<file path="src/rtl/and_reduce_pipe_pkg.sv">
// Shared constants and tree-shape helpers for the fractional-TCAM AND-reduction pipeline.
package fractcam_pkg;

  localparam int FANIN = 6;

  function automatic int levels(input int n);
    int l = 1;
    int cap = FANIN;
    while (cap < n) begin
      cap = cap * FANIN;
      l++;
    end
    return l;
  endfunction

  // Input vector count seen by level j (0-based); groups(n, levels(n)) is always 1.
  function automatic int groups(input int n, input int j);
    int cnt = n;
    for (int i = 0; i < j; i++) cnt = (cnt + FANIN - 1) / FANIN;
    return cnt;
  endfunction

endpackage

</file>
<file path="src/rtl/and_reduce_pipe_if.sv">
// Valid/ready match-vector stream for and_reduce_pipe; the hit outputs
// exist only when FRACTCAM_HIT_EN is defined.
interface and_reduce_pipe_if #(
  parameter int D     = 64,
  parameter int N     = 8,
  parameter int TAG_W = 8
);
  logic [N*D-1:0]   s_match;
  logic [TAG_W-1:0] s_tag;
  logic             s_valid;
  logic             s_ready;
  logic [D-1:0]     m_match;
  logic [TAG_W-1:0] m_tag;
  logic             m_valid;
  logic             m_ready;
`ifdef FRACTCAM_HIT_EN
  logic                 m_hit;
  logic [$clog2(D)-1:0] m_hit_idx;

  modport slave (
    input  s_match, s_tag, s_valid, m_ready,
    output s_ready, m_match, m_tag, m_valid, m_hit, m_hit_idx
  );
  modport master (
    output s_match, s_tag, s_valid, m_ready,
    input  s_ready, m_match, m_tag, m_valid, m_hit, m_hit_idx
  );
`else
  modport slave (
    input  s_match, s_tag, s_valid, m_ready,
    output s_ready, m_match, m_tag, m_valid
  );
  modport master (
    output s_match, s_tag, s_valid, m_ready,
    input  s_ready, m_match, m_tag, m_valid
  );
`endif
endinterface

</file>
<file path="src/rtl/and_reduce_pipe_level.sv">
// One registered tree level: ANDs its inputs in groups of FANIN (short group
// padded with all-ones) and holds data/tag/valid under a bubble-collapsing ready.
module and_reduce_level
  import fractcam_pkg::*;
#(
  parameter int D       = 64,
  parameter int IN_CNT  = 6,
  parameter int TAG_W   = 8,
  localparam int OUT_CNT = (IN_CNT + FANIN - 1) / FANIN
) (
  input  logic                 clk,
  input  logic                 rst,
  input  logic [IN_CNT*D-1:0]  in_data,
  input  logic [TAG_W-1:0]     in_tag,
  input  logic                 in_valid,
  output logic                 in_ready,
  output logic [OUT_CNT*D-1:0] out_data,
  output logic [TAG_W-1:0]     out_tag,
  output logic                 out_valid,
  input  logic                 out_ready
);

  logic [OUT_CNT*FANIN*D-1:0] padded;
  logic [OUT_CNT*D-1:0]       and_next;

  always_comb begin
    padded = '1;
    padded[IN_CNT*D-1:0] = in_data;
  end

  always_comb begin
    and_next = '1;
    for (int g = 0; g < OUT_CNT; g++) begin
      for (int k = 0; k < FANIN; k++) begin
        and_next[g*D +: D] = and_next[g*D +: D] & padded[(g*FANIN+k)*D +: D];
      end
    end
  end

  assign in_ready = !out_valid || out_ready;

  always_ff @(posedge clk or posedge rst) begin
    if (rst) begin
      out_valid <= 1'b0;
      out_data  <= '0;
      out_tag   <= '0;
    end else if (in_ready) begin
      out_valid <= in_valid;
      if (in_valid) begin
        out_data <= and_next;
        out_tag  <= in_tag;
      end
    end
  end

endmodule

</file>
<file path="src/rtl/and_reduce_pipe.sv">
// Pipelined, back-pressured AND reduction of N sub-match vectors into one D-bit match.
// Defining FRACTCAM_HIT_EN appends a registered hit / lowest-set-index stage.
module and_reduce_pipe
  import fractcam_pkg::*;
#(
  parameter int D     = 64,
  parameter int N     = 8,
  parameter int TAG_W = 8
) (
  input  logic          clk,
  input  logic          rst,
  and_reduce_pipe_if.slave bus
);

  localparam int L = levels(N);

  if (D % 4 != 0) begin : g_bad_d
    $error("and_reduce_pipe: D=%0d is not a multiple of 4", D);
  end
  if (N < 1 || N > 216) begin : g_bad_n
    $error("and_reduce_pipe: N=%0d outside 1..216", N);
  end

  // Index j is the input side of level j+1; index L feeds the output stage.
  logic [TAG_W-1:0] tag_a   [0:L];
  logic             valid_a [0:L];
  logic             ready_a [0:L];
  logic [D-1:0]     tree_data;

  assign tag_a[0]    = bus.s_tag;
  assign valid_a[0]  = bus.s_valid;
  assign bus.s_ready = ready_a[0];

  for (genvar j = 0; j < L; j++) begin : g_lvl
    localparam int IN_CNT  = groups(N, j);
    localparam int OUT_CNT = groups(N, j + 1);
    logic [IN_CNT*D-1:0]  din;
    logic [OUT_CNT*D-1:0] q;

    if (j == 0) begin : g_head
      assign din = bus.s_match;
    end else begin : g_link
      assign din = g_lvl[j-1].q;
    end

    and_reduce_level #(
      .D      (D),
      .IN_CNT (IN_CNT),
      .TAG_W  (TAG_W)
    ) u_level (
      .clk       (clk),
      .rst       (rst),
      .in_data   (din),
      .in_tag    (tag_a[j]),
      .in_valid  (valid_a[j]),
      .in_ready  (ready_a[j]),
      .out_data  (q),
      .out_tag   (tag_a[j+1]),
      .out_valid (valid_a[j+1]),
      .out_ready (ready_a[j+1])
    );
  end

  assign tree_data = g_lvl[L-1].q;

`ifdef FRACTCAM_HIT_EN
  localparam int IDX_W = $clog2(D);
  logic [IDX_W-1:0] idx_next;

  // Descending scan so the lowest set bit wins.
  always_comb begin
    idx_next = '0;
    for (int i = D - 1; i >= 0; i--) begin
      if (tree_data[i]) idx_next = IDX_W'(i);
    end
  end

  assign ready_a[L] = !bus.m_valid || bus.m_ready;

  always_ff @(posedge clk or posedge rst) begin
    if (rst) begin
      bus.m_valid   <= 1'b0;
      bus.m_match   <= '0;
      bus.m_tag     <= '0;
      bus.m_hit     <= 1'b0;
      bus.m_hit_idx <= '0;
    end else if (ready_a[L]) begin
      bus.m_valid <= valid_a[L];
      if (valid_a[L]) begin
        bus.m_match   <= tree_data;
        bus.m_tag     <= tag_a[L];
        bus.m_hit     <= |tree_data;
        bus.m_hit_idx <= idx_next;
      end
    end
  end
`else
  assign bus.m_match = tree_data;
  assign bus.m_tag   = tag_a[L];
  assign bus.m_valid = valid_a[L];
  assign ready_a[L]  = !valid_a[L] || bus.m_ready;
`endif

endmodule

</file>
<file path="src/flat_wrapper.sv">
// flat-port wrapper written by rule: the top's interface ports become plain ports
module and_reduce_pipe_flat import fractcam_pkg::*;
#(
  parameter int D     = 64,
  parameter int N     = 8,
  parameter int TAG_W = 8
)
  (clk, rst, bus_s_match, bus_s_tag, bus_s_valid, bus_m_ready, bus_s_ready, bus_m_match, bus_m_tag, bus_m_valid);
  and_reduce_pipe_if #(.D(D), .N(N), .TAG_W(TAG_W)) bus_i ();
  input  logic clk;
  input  logic rst;
  input wire logic [$bits(bus_i.s_match)-1:0] bus_s_match;
  input wire logic [$bits(bus_i.s_tag)-1:0] bus_s_tag;
  input wire logic [$bits(bus_i.s_valid)-1:0] bus_s_valid;
  input wire logic [$bits(bus_i.m_ready)-1:0] bus_m_ready;
  output wire logic [$bits(bus_i.s_ready)-1:0] bus_s_ready;
  output wire logic [$bits(bus_i.m_match)-1:0] bus_m_match;
  output wire logic [$bits(bus_i.m_tag)-1:0] bus_m_tag;
  output wire logic [$bits(bus_i.m_valid)-1:0] bus_m_valid;
  assign bus_i.s_match = bus_s_match;
  assign bus_i.s_tag = bus_s_tag;
  assign bus_i.s_valid = bus_s_valid;
  assign bus_i.m_ready = bus_m_ready;
  assign bus_s_ready = bus_i.s_ready;
  assign bus_m_match = bus_i.m_match;
  assign bus_m_tag = bus_i.m_tag;
  assign bus_m_valid = bus_i.m_valid;
  and_reduce_pipe #(.D(D), .N(N), .TAG_W(TAG_W)) u_core (.clk(clk), .rst(rst), .bus(bus_i));
endmodule
</file>
<file path="config.mk">
export PLATFORM = sky130hd
export DESIGN_NAME = and_reduce_pipe_flat
export DESIGN_NICKNAME = d
export VERILOG_FILES = /design/src/rtl/and_reduce_pipe_pkg.sv /design/src/rtl/and_reduce_pipe_if.sv /design/src/rtl/and_reduce_pipe_level.sv /design/src/rtl/and_reduce_pipe.sv /design/src/flat_wrapper.sv
export SDC_FILE = /design/constraint.sdc
export NUM_CORES = 1
export LEC_CHECK = 0
export ABC_CLOCK_PERIOD_IN_PS = 15700
export BUFFER_PORTS_ARGS = -buffer_cell sky130_fd_sc_hd__buf_4
export CAP_MARGIN = 20
export CORE_AREA = 5 5 232 234
export DETAILED_ROUTE_END_ITERATION = 8
export DIE_AREA = 0 0 237 239
export GPL_TIMING_DRIVEN = 0
export MAX_ROUTING_LAYER = met4
export SYNTH_ARGS = -nofsm -noshare
export SYNTH_HDL_FRONTEND = slang
export SYNTH_SLANG_ARGS = --single-unit
</file>
<file path="constraint.sdc">
create_clock -name clk -period 15.7 [get_ports clk]
set_input_delay 0.785 -clock clk [delete_from_list [all_inputs] [get_ports clk]]
set_output_delay 0.785 -clock clk [all_outputs]
set_load 0.005 [all_outputs]
</file>
==> impl_metrics.env <==
export IMPL_status="finished, final reports clean"
export IMPL_period_needed_ns=2.11
export IMPL_num_vias=8785
export IMPL_pre_cts_slack_ns=12.95
export IMPL_syn_avg_cell_area_um2=11.2
export IMPL_period_share_pct=13.5
export IMPL_grt_max_degree=113
export IMPL_reg2reg_setup_slack_ns=13.69
export IMPL_fp_dieW_um=237
export IMPL_setup_tns_ns=0
export IMPL_finalPower_uw=1370
export IMPL_fin_cells=2171
export IMPL_antenna_found_initial=1
export IMPL_ys_ff_latch=210
export IMPL_cp_start_kind="flip-flop"
export IMPL_async_reset_ff_share_pct=100
export IMPL_first_global_vias=9513
export IMPL_cp_max_fo=3
export IMPL_skew_ns=0.0169
export IMPL_clk_path_buf_depth=3
export IMPL_synth_flop_cell="dfrtp_1"
export IMPL_numCtsBuffers=24
export IMPL_critPathArrivalTime_ns=1.33
export IMPL_cts_tree="done"
export IMPL_synth_cell_types=18
export IMPL_path_class="flip-flop to output pin"
export IMPL_wl_mm=36.6
export IMPL_clk_pin_slew_ns=0.06
export IMPL_syn_nets=1368
export IMPL_drive_gt1_share_pct=53.6
export IMPL_synth_top_cell_area_share_pct=55.6
export IMPL_postRouteAntennaNets=0
export IMPL_final_common_cell="buf_4"
export IMPL_cts_root_buf="clkbuf_16"
export IMPL_ys_warnings_count=0
export IMPL_htree_levels=1
export IMPL_die_area_um2=56600
export IMPL_io_pins=598
export IMPL_yosysTopAreaCell="dfrtp_1"
export IMPL_cts_resized=0
export IMPL_vias_per_cell=4.05
export IMPL_leakage_uw=0.00817
export IMPL_fin_nets=1992
export IMPL_reg2reg_depth=4
export IMPL_synth_cells=844
export IMPL_firstDrtPassIters=4
export IMPL_clk_insertion_delay_late_ns=0.53
export IMPL_hp_class="input pin to asynchronous set/reset pin"
export IMPL_p_per_area_nw_per_um2=87.8
export IMPL_hpwl_mm=29.4
export IMPL_postCtsSetupRepairBufs=0
export IMPL_worst_pin_slew_ns=0.761
export IMPL_max_freq_ghz=0.473
export IMPL_drc=0
export IMPL_ctsHoldBuffers=0
export IMPL_drt_iter0_markers=258
export IMPL_ys_top_cells_by_area="dfrtp_1 56%, mux2_2 9.1%, nand4_1 8.5%, mux2i_1 6.8%, a21bo_2 6.4%"
export IMPL_clock_sinks=210
export IMPL_yosysSeqAreaShare_pct=55.6
export IMPL_hold_viol=0
export IMPL_synth_edf_count=0
export IMPL_vdd_drop_max_mv=0.0548
export IMPL_endpoint_kind="output pin"
export IMPL_cap_violations=0
export IMPL_grt_usage_pct=12.4
export IMPL_whs_ns=0.318
export IMPL_area_growth_pct=65.0
export IMPL_rsz0062_at_grt="no"
export IMPL_grt_pass1_wl_mm=53.9
export IMPL_slew_headroom_pct=49.3
export IMPL_start_util_pct=18.2
export IMPL_diodes=0
export IMPL_overflow=0
export IMPL_portBuffers=597
export IMPL_drv_slew=0
export IMPL_gp_congestion=1.03
export IMPL_r2r_end="u_core.g_lvl[1].u_level.out_tag[3]"
export IMPL_layout_cells_most_common_list="606 x buf_4, 210 x dfrtp_1, 129 x nand2_1, 128 x nand4_1, 76 x mux2_2"
export IMPL_fin_ws_ns=13.59
export IMPL_rows=84
export IMPL_required_ns=14.91
export IMPL_reg2reg_from="u_core.g_lvl[1].u_level.out_valid"
export IMPL_final_setup_viol_count=0
export IMPL_synth_area_um2=9450
export IMPL_die_h_um=239
export IMPL_dp_cells=2130
export IMPL_wl_per_cell_um=16.9
export IMPL_core_area_um2=51800
## metrics by stage
step / util (%) / cell area (um^2)
after floorplan: - / 9450
after global placement: 28.6 / 14800
after detailed placement: 28.6 / 14800
after CTS: 30.1 / 15600
after global routing: 30.1 / 15600
final: 30.1 / 15600
## synthesized netlist by cell type (4+ instances only)
| master | number |
|---|---|
| dfrtp_1 | 210 |
| nand2_1 | 129 |
| nand4_1 | 128 |
| mux2_2 | 76 |
| inv_1 | 65 |
| mux2i_1 | 64 |
| nor2_1 | 64 |
| a21bo_2 | 60 |
| buf_2 | 10 |
| buf_4 | 9 |
| clkbuf_1 | 6 |
| buf_1 | 5 |
| buf_6 | 5 |
| a21bo_1 | 4 |
| mux2_1 | 4 |
## routing by layer
metal  GRT usage, %  vias to the layer above  share of wire, %
li1               -                     4194                 -
met1           14.4                     4161                39
met5              -                        -                 0
met4           4.16                        0               3.0
met2           21.8                      380                51
met3           2.28                       50               7.4
## final cells by class
| cell class | instances | area, um^2 |
|---|---|---|
| flip-flops and latches | 210 | 5260 |
| repair buffers | 598 | 4510 |
| plain buffers | 35 | 215 |
| clock inverters | 5 | 50.0 |
| fillers | 5366 | 36200 |
| well taps | 688 | 861 |
| multi-input cells | 534 | 3740 |
| clock buffers | 36 | 717 |
| inverters | 65 | 251 |
## registers in the layout, indices dropped and copies added, names as in the netlist
register                        cells
u_core.g_lvl.u_level.out_tag       16
u_core.g_lvl.u_level.out_valid      2
u_core.g_lvl.u_level.out_data     192
## worst max-delay path: stages (launching register included)
cell and delay, ns:
dfrtp_1 0.42, nand3b_1 0.19, buf_4 0.20
## power by group
group | leakage (uW) | internal, uW | switching (uW)
Clock | 0.000381 | 329 | 220
Sequential | 0.00282 | 575 | 18.2
Combinational | 0.00497 | 130 | 96.6
## how the worst max path moves through the flow
stage,start,endpoint,slack (ns),cells past startpoint
2_1_floorplan,rst,u_core.g_lvl[0].u_level.out_data[0],9.18,1
3_3_place_gp,rst,u_core.g_lvl[0].u_level.out_data[124],6.88,2
3_5_place_dp,bus_m_ready,u_core.g_lvl[1].u_level.out_tag[2],12.95,5
4_1_cts,u_core.g_lvl[1].u_level.out_valid,u_core.g_lvl[1].u_level.out_tag[2],13.46,4
5_1_grt,u_core.g_lvl[1].u_level.out_valid,bus_s_ready,13.46,2
6_report,u_core.g_lvl[1].u_level.out_valid,bus_s_ready,13.59,2
## cells by family after synthesis
kind of cell    after synthesis  share of synthesized area, %
flops                       210                          55.6
buf+inv                     100                          4.86
simple gates                326                          16.5
compound gates               64                          6.78
mux                         144                          16.3
No activity file was read; power rests on OpenSTA's default activity.
